===== config.mk =====
export PLATFORM = sky130hd
export DESIGN_NAME = win_scanner_flat
export DESIGN_NICKNAME = d
export VERILOG_FILES = /design/src/rtl/win_scanner_if.sv /design/src/rtl/win_scanner.sv /design/src/flat_wrapper.sv
export SDC_FILE = /design/constraint.sdc
export NUM_CORES = 1
export LEC_CHECK = 0
export ABC_AREA = 0
export CAP_MARGIN = 10
export CORE_UTILIZATION = 63
export DETAILED_ROUTE_END_ITERATION = 12
export GPL_ROUTABILITY_DRIVEN = 0
export PLACE_DENSITY = 0.89
export SLEW_MARGIN = 40
export SYNTH_ARGS = -nofsm -noshare
export SYNTH_HDL_FRONTEND = slang
export SYNTH_SLANG_ARGS = --single-unit
export TNS_END_PERCENT = 5

===== constraint.sdc =====
create_clock -name clk -period 4.3 [get_ports clk]
set_clock_uncertainty 0.2 [all_clocks]
set_input_delay 1.075 -clock clk [delete_from_list [all_inputs] [get_ports clk]]
set_output_delay 1.075 -clock clk [all_outputs]
set_load 0.02 [all_outputs]

===== src/rtl/win_scanner_if.sv =====
// ---------------------------------------------------------------------------
// win_scanner_if
// Purpose : bundles the scan request, board read port and result signals
//           between the game controller / board memory and win_scanner.
// Signals : start        - scan request (controller -> scanner)
//           rd_en        - board read enable (scanner -> memory)
//           rd_addr[3:0] - board read address, row*3+col (scanner -> memory)
//           rd_data[1:0] - cell code, one cycle after rd_en (memory -> scanner)
//           busy         - scan in progress (READ or EVAL)
//           result_valid - one-cycle pulse when a result is ready
//           game_is_done - held: win or draw
//           winner[1:0]  - held winning symbol (10 X, 11 O, 00 none)
//           draw         - held: board full and no win
// Modports: slave  - the scanner side
//           master - the controller / memory side
// ---------------------------------------------------------------------------
interface win_scanner_if;
   logic       start;
   logic       rd_en;
   logic [3:0] rd_addr;
   logic [1:0] rd_data;
   logic       busy;
   logic       result_valid;
   logic       game_is_done;
   logic [1:0] winner;
   logic       draw;

   modport slave (
      input  start,
      input  rd_data,
      output rd_en,
      output rd_addr,
      output busy,
      output result_valid,
      output game_is_done,
      output winner,
      output draw
   );

   modport master (
      output start,
      output rd_data,
      input  rd_en,
      input  rd_addr,
      input  busy,
      input  result_valid,
      input  game_is_done,
      input  winner,
      input  draw
   );
endinterface


===== src/rtl/win_scanner.sv =====
// ---------------------------------------------------------------------------
// win_scanner
// Purpose : post-move tic-tac-toe board evaluator. On start it reads the 9
//           board cells into a shadow copy, then checks the 8 winning lines
//           one per cycle and reports win / winner / draw.
// Ports   : clk   - system clock, rising edge
//           reset - asynchronous, active-high reset
//           bus   - win_scanner_if.slave (start, board read port, results)
// Params  : NUM_CELLS  - cells scanned (line table assumes 9)
//           EARLY_EXIT - 1: stop at the first winning line; 0: scan all 8
// Cell codes: 00 EMPTY, 10 X, 11 O, 01 illegal (treated as EMPTY).
// ---------------------------------------------------------------------------
module win_scanner #(
   parameter int NUM_CELLS  = 9,
   parameter bit EARLY_EXIT = 1'b1
) (
   input logic          clk,
   input logic          reset,
   win_scanner_if.slave bus
);

   typedef enum logic [1:0] {IDLE, READ, EVAL, REPORT} stateT;

   // READ cycle index at which no read is issued and the last cell lands.
   localparam logic [3:0] LAST_READ = 4'(NUM_CELLS);

   stateT      state;
   stateT      stateNext;
   logic [3:0] readCnt;
   logic [2:0] lineIdx;
   logic [1:0] shadow [NUM_CELLS];
   logic       winFound;
   logic [1:0] winSym;
   logic [1:0] winnerQ;
   logic       drawQ;
   logic       doneQ;
   logic [3:0] idxA;
   logic [3:0] idxB;
   logic [3:0] idxC;
   logic [1:0] cellA;
   logic [1:0] cellB;
   logic [1:0] cellC;
   logic       lineWin;
   logic       boardFull;

   // Cell addresses of the line being evaluated this cycle.
   always_comb begin
      // NOTE: every always_comb output gets a default first so no path can
      // leave it unassigned and infer a latch.
      idxA = 4'd0;
      idxB = 4'd0;
      idxC = 4'd0;
      case (lineIdx)
         3'd0:    begin idxA = 4'd0; idxB = 4'd1; idxC = 4'd2; end
         3'd1:    begin idxA = 4'd3; idxB = 4'd4; idxC = 4'd5; end
         3'd2:    begin idxA = 4'd6; idxB = 4'd7; idxC = 4'd8; end
         3'd3:    begin idxA = 4'd0; idxB = 4'd3; idxC = 4'd6; end
         3'd4:    begin idxA = 4'd1; idxB = 4'd4; idxC = 4'd7; end
         3'd5:    begin idxA = 4'd2; idxB = 4'd5; idxC = 4'd8; end
         3'd6:    begin idxA = 4'd0; idxB = 4'd4; idxC = 4'd8; end
         default: begin idxA = 4'd2; idxB = 4'd4; idxC = 4'd6; end
      endcase
   end

   assign cellA = shadow[idxA];
   assign cellB = shadow[idxB];
   assign cellC = shadow[idxC];

   // Bit 1 set means X or O; EMPTY and the illegal code both have it clear,
   // so one bit serves both the win test and the full-board test.
   assign lineWin = cellA[1] && (cellA == cellB) && (cellA == cellC);

   always_comb begin
      boardFull = 1'b1;
      for (int i = 0; i < NUM_CELLS; i++) begin
         boardFull = boardFull & shadow[i][1];
      end
   end

   // Next-state and Moore outputs.
   always_comb begin
      stateNext        = state;
      bus.rd_en        = 1'b0;
      bus.rd_addr      = 4'd0;
      bus.busy         = 1'b0;
      bus.result_valid = 1'b0;
      case (state)
         IDLE: begin
            if (bus.start) stateNext = READ;
         end
         READ: begin
            bus.busy = 1'b1;
            if (readCnt < LAST_READ) begin
               bus.rd_en   = 1'b1;
               bus.rd_addr = readCnt;
            end
            if (readCnt == LAST_READ) stateNext = EVAL;
         end
         EVAL: begin
            bus.busy = 1'b1;
            if ((lineWin && EARLY_EXIT) || (lineIdx == 3'd7)) stateNext = REPORT;
         end
         REPORT: begin
            bus.result_valid = 1'b1;
            stateNext        = IDLE;
         end
         default: stateNext = IDLE;
      endcase
   end

   always_ff @(posedge clk or posedge reset) begin
      // NOTE: sequential state uses non-blocking assignments so every
      // register samples pre-edge values regardless of statement order.
      if (reset) state <= IDLE;
      else       state <= stateNext;
   end

   // Shadow board. Readdata for address i arrives at READ index i+1.
   always_ff @(posedge clk or posedge reset) begin
      // NOTE: this small register array is reset on purpose: its cleared
      // contents are a defined part of the post-reset state.
      if (reset) begin
         for (int i = 0; i < NUM_CELLS; i++) shadow[i] <= 2'b00;
      end else if ((state == READ) && (readCnt != 4'd0)) begin
         shadow[readCnt - 4'd1] <= bus.rd_data;
      end
   end

   // Sequencing counters, first-win capture and held results.
   always_ff @(posedge clk or posedge reset) begin
      if (reset) begin
         readCnt  <= 4'd0;
         lineIdx  <= 3'd0;
         winFound <= 1'b0;
         winSym   <= 2'b00;
         winnerQ  <= 2'b00;
         drawQ    <= 1'b0;
         doneQ    <= 1'b0;
      end else begin
         readCnt <= (state == READ) ? readCnt + 4'd1 : 4'd0;
         lineIdx <= (state == EVAL) ? lineIdx + 3'd1 : 3'd0;

         // Only the first winning line in index order sets the winner.
         if (state == IDLE) begin
            winFound <= 1'b0;
            winSym   <= 2'b00;
         end else if ((state == EVAL) && lineWin && !winFound) begin
            winFound <= 1'b1;
            winSym   <= cellA;
         end

         // Held outputs change only when leaving REPORT.
         if (state == REPORT) begin
            winnerQ <= winFound ? winSym : 2'b00;
            drawQ   <= !winFound && boardFull;
            doneQ   <= winFound || boardFull;
         end
      end
   end

   assign bus.winner       = winnerQ;
   assign bus.draw         = drawQ;
   assign bus.game_is_done = doneQ;

endmodule


===== src/flat_wrapper.sv =====
// flat-port wrapper written by rule: the top's interface ports become plain ports
module win_scanner_flat 
#(
   parameter int NUM_CELLS  = 9,
   parameter bit EARLY_EXIT = 1'b1
)
  (clk, reset, bus_start, bus_rd_data, bus_rd_en, bus_rd_addr, bus_busy, bus_result_valid, bus_game_is_done, bus_winner, bus_draw);
  win_scanner_if bus_i ();
  input logic clk;
  input logic reset;
  input wire logic [$bits(bus_i.start)-1:0] bus_start;
  input wire logic [$bits(bus_i.rd_data)-1:0] bus_rd_data;
  output wire logic [$bits(bus_i.rd_en)-1:0] bus_rd_en;
  output wire logic [$bits(bus_i.rd_addr)-1:0] bus_rd_addr;
  output wire logic [$bits(bus_i.busy)-1:0] bus_busy;
  output wire logic [$bits(bus_i.result_valid)-1:0] bus_result_valid;
  output wire logic [$bits(bus_i.game_is_done)-1:0] bus_game_is_done;
  output wire logic [$bits(bus_i.winner)-1:0] bus_winner;
  output wire logic [$bits(bus_i.draw)-1:0] bus_draw;
  assign bus_i.start = bus_start;
  assign bus_i.rd_data = bus_rd_data;
  assign bus_rd_en = bus_i.rd_en;
  assign bus_rd_addr = bus_i.rd_addr;
  assign bus_busy = bus_i.busy;
  assign bus_result_valid = bus_i.result_valid;
  assign bus_game_is_done = bus_i.game_is_done;
  assign bus_winner = bus_i.winner;
  assign bus_draw = bus_i.draw;
  win_scanner #(.NUM_CELLS(NUM_CELLS), .EARLY_EXIT(EARLY_EXIT)) u_core (.clk(clk), .reset(reset), .bus(bus_i));
endmodule

==> results of run 1 <==
-- logic make-up (layout without fill, tap and decap cells) --
family,after synthesis,in the layout,share of synthesized area (%)
buffers and inverters,21,36,3.85
AOI/OAI and AO/OA,41,41,12.4
adders and majority gates,18,18,9.76
muxes,31,31,16.6
xor gates and xnor gates,3,3,1.14
and+or+nand+nor,85,85,19.4
DFF,34,34,36.9
-- cells in the final DEF, fill, tap and decap left out, types with 2 or more instances in the layout --
cell	synthesis	final
nor2b_1	11	11
nand3_1	4	4
xnor2_1	2	2
and2_1	7	7
inv_1	12	12
nand2_1	12	12
dfrtp_1	34	34
o21a_1	2	2
o21ai_0	11	11
clkbuf_4	0	5
mux2_4	2	2
a22oi_1	2	2
a31oi_1	2	2
a21oi_1	7	7
ha_1	18	18
clkdlybuf4s50_1	0	15
mux2i_1	6	6
mux2i_4	2	2
a211o_1	2	2
nor3_1	3	3
nand2b_1	2	2
nor2_1	29	29
nor3b_1	3	3
mux2_2	19	19
nor4_1	2	2
bufinv_16	0	2
and3_1	3	3
-- stage by stage --
step / hold WS [ps] / setup slack, ps / power [µW]
after floorplan: 261 / 1230 / 1090
after global placement: 291 / 1050 / 1270
after detailed placement: 289 / 941 / 1300
after CTS: 328 / 536 / 1620
after global routing: 350 / 385 / 1720
final: 331 / 575 / 1630
-- worst paths after layout --
| check | to | slack, ps | cells after the start |
|---|---|---|---|
| max | bus_rd_addr[1] | 570 | 6 |
| min | u_core.bus.winner[0] | 330 | 2 |
| max reg2reg | u_core.winSym[0] | 810 | 9 |
| min reg2reg | u_core.bus.winner[0] | 330 | 2 |
| max in group asynchronous | u_core.shadow[8] | 2680 | 3 |
| min in group asynchronous | u_core.lineIdx[1] | 920 | 3 |
-- power by group --
part / switching (µW) / internal (µW) / total, µW
sequential: 85.8 / 391 / 476
combinational: 488 / 364 / 851
clock: 118 / 182 / 300
total: 692 / 936 / 1630
-- Yosys cell counts, drive strengths merged (2+ instances only) --
cell type   n  area share, %
o21a        2           0.65
a31oi       2           0.54
mux2       22             11
inv        12            2.0
nand2b      2           0.54
nand3       4           0.87
nor4        2           0.54
nor2       29            4.7
a211o       2           0.76
dfrtp      34             37
o221ai      2            1.0
nor2b      11            3.0
o21ai      11            2.4
and3        3           0.81
ha         18            9.8
a21oi       7            1.5
clkbuf      6           0.98
nor3        3           0.65
buf         3           0.92
nand2      12            2.0
mux2i       8            4.6
and2        7            1.9
a22oi       2           0.65
xnor2       2           0.76
nor3b       4            1.5
-- per-layer routing --
layer	GRT usage, %	routed length [µm]	up-vias	part of all wire (%)
li1	-	-	857	-
met1	36.7	2280	870	44
met2	47.4	2460	73	48
met3	6.75	275	16	5.3
met4	14.2	139	0	2.7
met5	0	0	-	0
-- cell type report --
| class | instances | area [µm²] | area share (%) |
|---|---|---|---|
| multi-input combinational | 178 | 1370 | 52.9 |
| sequential | 34 | 851 | 32.9 |
| timing repair buffer | 16 | 158 | 6.10 |
| clock inverter | 3 | 68.8 | 2.66 |
| tap | 46 | 57.6 | 2.23 |
| inverter | 12 | 45.0 | 1.74 |
| clock buffer | 5 | 37.5 | 1.45 |
-- worst reg2reg max path: cells and delay by family, from the launching register on --
| family | cells | cell delay [ps] |
|---|---|---|
| fa+ha+maj | 1 | 320 |
| compound gates | 2 | 930 |
| mux | 1 | 300 |
| simple gates | 4 | 840 |
| flops | 1 | 700 |
| buf+inv | 1 | 110 |
-- registers in the layout, indices dropped and copies added (netlist names) --
name / count
u_core.winSym: 2
u_core.bus.draw: 1
u_core.bus.game_is_done: 1
u_core.winFound: 1
u_core.readCnt: 4
u_core.bus.winner: 2
u_core.lineIdx: 3
u_core.state: 2
u_core.shadow: 18
==> flow_summary.yaml, run 1 <==
worst_hold_path:
  worst_hold_path_type: "flop to flop"
  min_from: "u_core.winSym[0]"
critical_path:
  startpoint: "u_core.readCnt[0]"
  crit_path_max_fanout: 8
  crit_path_end_kind: "output port"
  arrival_ps: 2450
  timing.rr.start: "u_core.lineIdx[2]"
  critPathBufInv: 2
  critPathLaunchType: "flop"
  cp_slowest_cell: "clkdlybuf4s50_1"
  critPathTopFamily: "buffers and inverters"
  path_cells: "inv_1 -> ha_1 -> nand2b_1 -> a21boi_0 -> and2_1 -> clkdlybuf4s50_1"
  critical_path_class: "flop to output port"
  cp_data_required_time_ps: 3020
  slowest_delay_ps: 600
cells_and_area:
  fin_util_pct: 75.7
  drive_gt1_share_pct: 14.5
  n_antenna_cell: 0
  fin_nets: 270
  final_area_um2: 2590
  syn2layout_area_growth_pct: 12.0
  fin_cells: 294
  nFillCells: 228
clocking:
  insertion_delay_ps: 350
  cts-resized-gates: 0
  postCtsHoldBufs: 0
  root_buffer: "clkbuf_4"
  clk_path_buf_depth: 2
  cts_tree: "done"
  h-tree-depth: 2
  cts_buffers: 5
  cts_setup_buffers: 0
  clkTransAtPathRegs_ps: 110
  clock_sinks: 34
floorplanning:
  design.core.area_um2: 3420
  initial_core_util_pct: 67.6
  io_pins: 16
  dieArea_um2: 3910
  rows: 21
  dieWidth_um: 62.5
  die_h_um: 62.5
timing:
  final_hold_viol_count: 0
  relSlewSlack_pct: 43.9
  tightest_slew_ps: 820
  finalCritPeriodShare_pct: 86.6
  clock.fmax_mhz: 268
  period_needed_ps: 3730
  setup_tns_ps: 0
  rsz0062_at_grt: "no"
  setup_violations: 0
  slew_viol_final: 0
yosys:
  ys_ff_latch: 34
  yosysSeqAreaShare_pct: 36.9
  synth_area_um2: 2310
  postSynthAreaPerCell_um2: 9.91
  synthCells: 233
  yosysWarnings: 0
  synth-edff-count: 0
  ys_types: 54
  async_flop_share_pct: 100
  synth_nets: 256
  synth-main-ff-cell: "dfrtp_1"
power:
  leakage_uw: 0.00118
  p_per_area_nw_per_um2: 629
  ir_drop_uv: 456
global_routing:
  grt_pass1_wl_um: 8650
  antenna_found_initial: 0
  grt_max_degree: 35
  grt-ovfl-total: 0
  grt_use_total_pct: 29.2
  grt_pass1_vias: 1795
route:
  wl_um: 5160
  vias: 1816
  drtAntennaViolNets: 0
  dr.first_iter.drc_count: 106
  wire_per_inst_um: 17.6
  drc: 0
  via_per_inst: 6.18
  first_pass_iters: 5
flow_run:
  maxCapViolCount: 0
run_status:
  outcome: "finished clean"
placement:
  dpl.cell_count: 286
  io_buffers: 15
  post_dp_cell_area_um2: 2480
  hpwl_um: 3450
Power figures use the tool's default switching activity.
==> run 2, diff against run 1 <==
- PLACE_DENSITY: 0.89 -> default
- PLACE_DENSITY_LB_ADDON: default -> 0.05
==> run 2 against run 1 <==
Net effect: via count is 1.4% higher; critical path depth unchanged; sequential share of layout area grew 0.31 points; non-clock buffer count is the same; worst setup slack improved by 32 ps; routed wire length fell by 2.4%; die area did not move; global-route usage down 0.67 points; cell area down 0.92%; cell count unchanged; first-iteration DRC count increased by 20%; hold slack got worse by 4.4 ps; critical path type unchanged; critical endpoint is now bus_rd_addr[0]; largest cell class unchanged.
==> flow_summary.yaml, run 2 (synthesized netlist as in run 1, its figures left out) <==
run_status:
  outcome: "finished clean"
worst_hold_path:
  hold_path_depth: 1
  min_from: "u_core.bus.draw"
  worst_hold_path_type: "flop to flop"
  hold_end: "u_core.bus.draw"
clocking:
  h-tree-depth: 2
  clkTransAtPathRegs_ps: 110
  postCtsHoldBufs: 0
  root_buffer: "clkbuf_4"
  insertion_delay_ps: 340
  cts_buffers: 5
  clk_path_buf_depth: 2
  cts-resized-gates: 0
  clock_sinks: 34
  cts_setup_buffers: 0
  cts_tree: "done"
global_routing:
  antenna_found_initial: 0
  grt_use_total_pct: 28.6
  grt_pass1_wl_um: 8670
  grt_max_degree: 19
  grt_pass1_vias: 1923
  grt-ovfl-total: 0
route:
  first_pass_iters: 4
  drtAntennaViolNets: 0
  via_per_inst: 6.27
  vias: 1842
  dr.first_iter.drc_count: 127
  wire_per_inst_um: 17.1
  drc: 0
  wl_um: 5040
critical_path:
  reg2reg_setup_slack_ps: 940
  arrival_ps: 2420
  critPathLaunchType: "flop"
  timing.rr.start: "u_core.lineIdx[2]"
  crit_path_end_kind: "output port"
  cp_data_required_time_ps: 3020
  startpoint: "u_core.readCnt[0]"
  reg2regPathDepth: 9
  crit_path_max_fanout: 8
  critical_path_class: "flop to output port"
  reg2reg_to: "u_core.winSym[0]"
floorplanning:
  die_h_um: 62.5
  rows: 21
  io_pins: 16
  initial_core_util_pct: 67.6
  dieWidth_um: 62.5
  design.core.area_um2: 3420
  dieArea_um2: 3910
cells_and_area:
  regMostFlops: "u_core.shadow"
  fin_nets: 270
  largest_register_ff_count: 18
  final_common_cell: "dfrtp_1"
  syn2layout_area_growth_pct: 11.0
  drive_gt1_share_pct: 14.5
  n_antenna_cell: 0
  final_cell_mix: "dfrtp_1 (34), nor2_1 (29), mux2_2 (19), ha_1 (18), clkdlybuf4s50_1 (15)"
  seq_area_um2: 851
  fin_cells: 294
  nFillCells: 251
  multi_input_area_um2: 1370
  reg_top3: "u_core.shadow x18, u_core.readCnt x4, u_core.lineIdx x3"
power:
  p_per_area_nw_per_um2: 608
  power_uw: 1560
  ir_drop_uv: 300
  leakage_uw: 0.00116
flow_run:
  maxCapViolCount: 0
placement:
  hpwl_um: 3770
  dpl.cell_count: 286
  io_buffers: 15
timing:
  final_hold_viol_count: 0
  tightest_slew_ps: 687
  setup_tns_ps: 0
  finalCritPeriodShare_pct: 85.9
  relSlewSlack_pct: 54.2
  setup_violations: 0
  slew_viol_final: 0
  period_needed_ps: 3690
  rsz0062_at_grt: "no"
  clock.fmax_mhz: 271
## run 2: worst max-delay path by stage
stage / endpoint / slack, ps / cells past startpoint
global route: bus_rd_addr[1] / 440 / 6
global placement: u_core.winSym[0] / 1090 / 9
floorplan: bus_rd_addr[0] / 1230 / 5
finish: bus_rd_addr[0] / 610 / 6
detailed placement: bus_rd_addr[0] / 970 / 6
CTS: bus_rd_addr[0] / 580 / 6
## run 2: routing by layer
| metal | wire [µm] | vias up | global-route usage, % |
|---|---|---|---|
| li1 | - | 853 | - |
| met4 | 142 | 0 | 13.7 |
| met2 | 2540 | 69 | 49.9 |
| met1 | 2090 | 901 | 33.3 |
| met5 | 0 | - | 0 |
| met3 | 273 | 19 | 5.84 |
## run 2: critical path: stages, from the launching register on
cell and delay (ps):
dfrtp_1 470, inv_1 150, ha_1 280, nand2b_1 110
a21boi_0 300, and2_1 170, clkdlybuf4s50_1 600
## run 2: through the flow
stage	utilization [%]	setup WS [ps]	hold slack (ps)	instance area (µm²)
2_1_floorplan	-	1230	261	2310
3_3_place_gp	72.6	1090	297	2480
3_5_place_dp	72.6	972	300	2480
4_1_cts	75.0	580	327	2560
5_1_grt	75.0	441	366	2560
6_report	75.0	607	327	2560
## run 2: layout make-up
| cell class | count | area share (%) |
|---|---|---|
| clock buffer | 5 | 1.46 |
| clock inverter | 3 | 1.76 |
| inverter | 12 | 1.76 |
| multi-input combinational | 178 | 53.4 |
| sequential | 34 | 33.2 |
| tap | 46 | 2.25 |
| timing repair buffer | 16 | 6.15 |
## run 2: where the power goes
part / switching [µW] / total (µW) / internal, µW
Clock: 118 / 240 / 122
Combinational: 478 / 842 / 365
Sequential: 84.1 / 475 / 391
Total: 680 / 1560 / 877
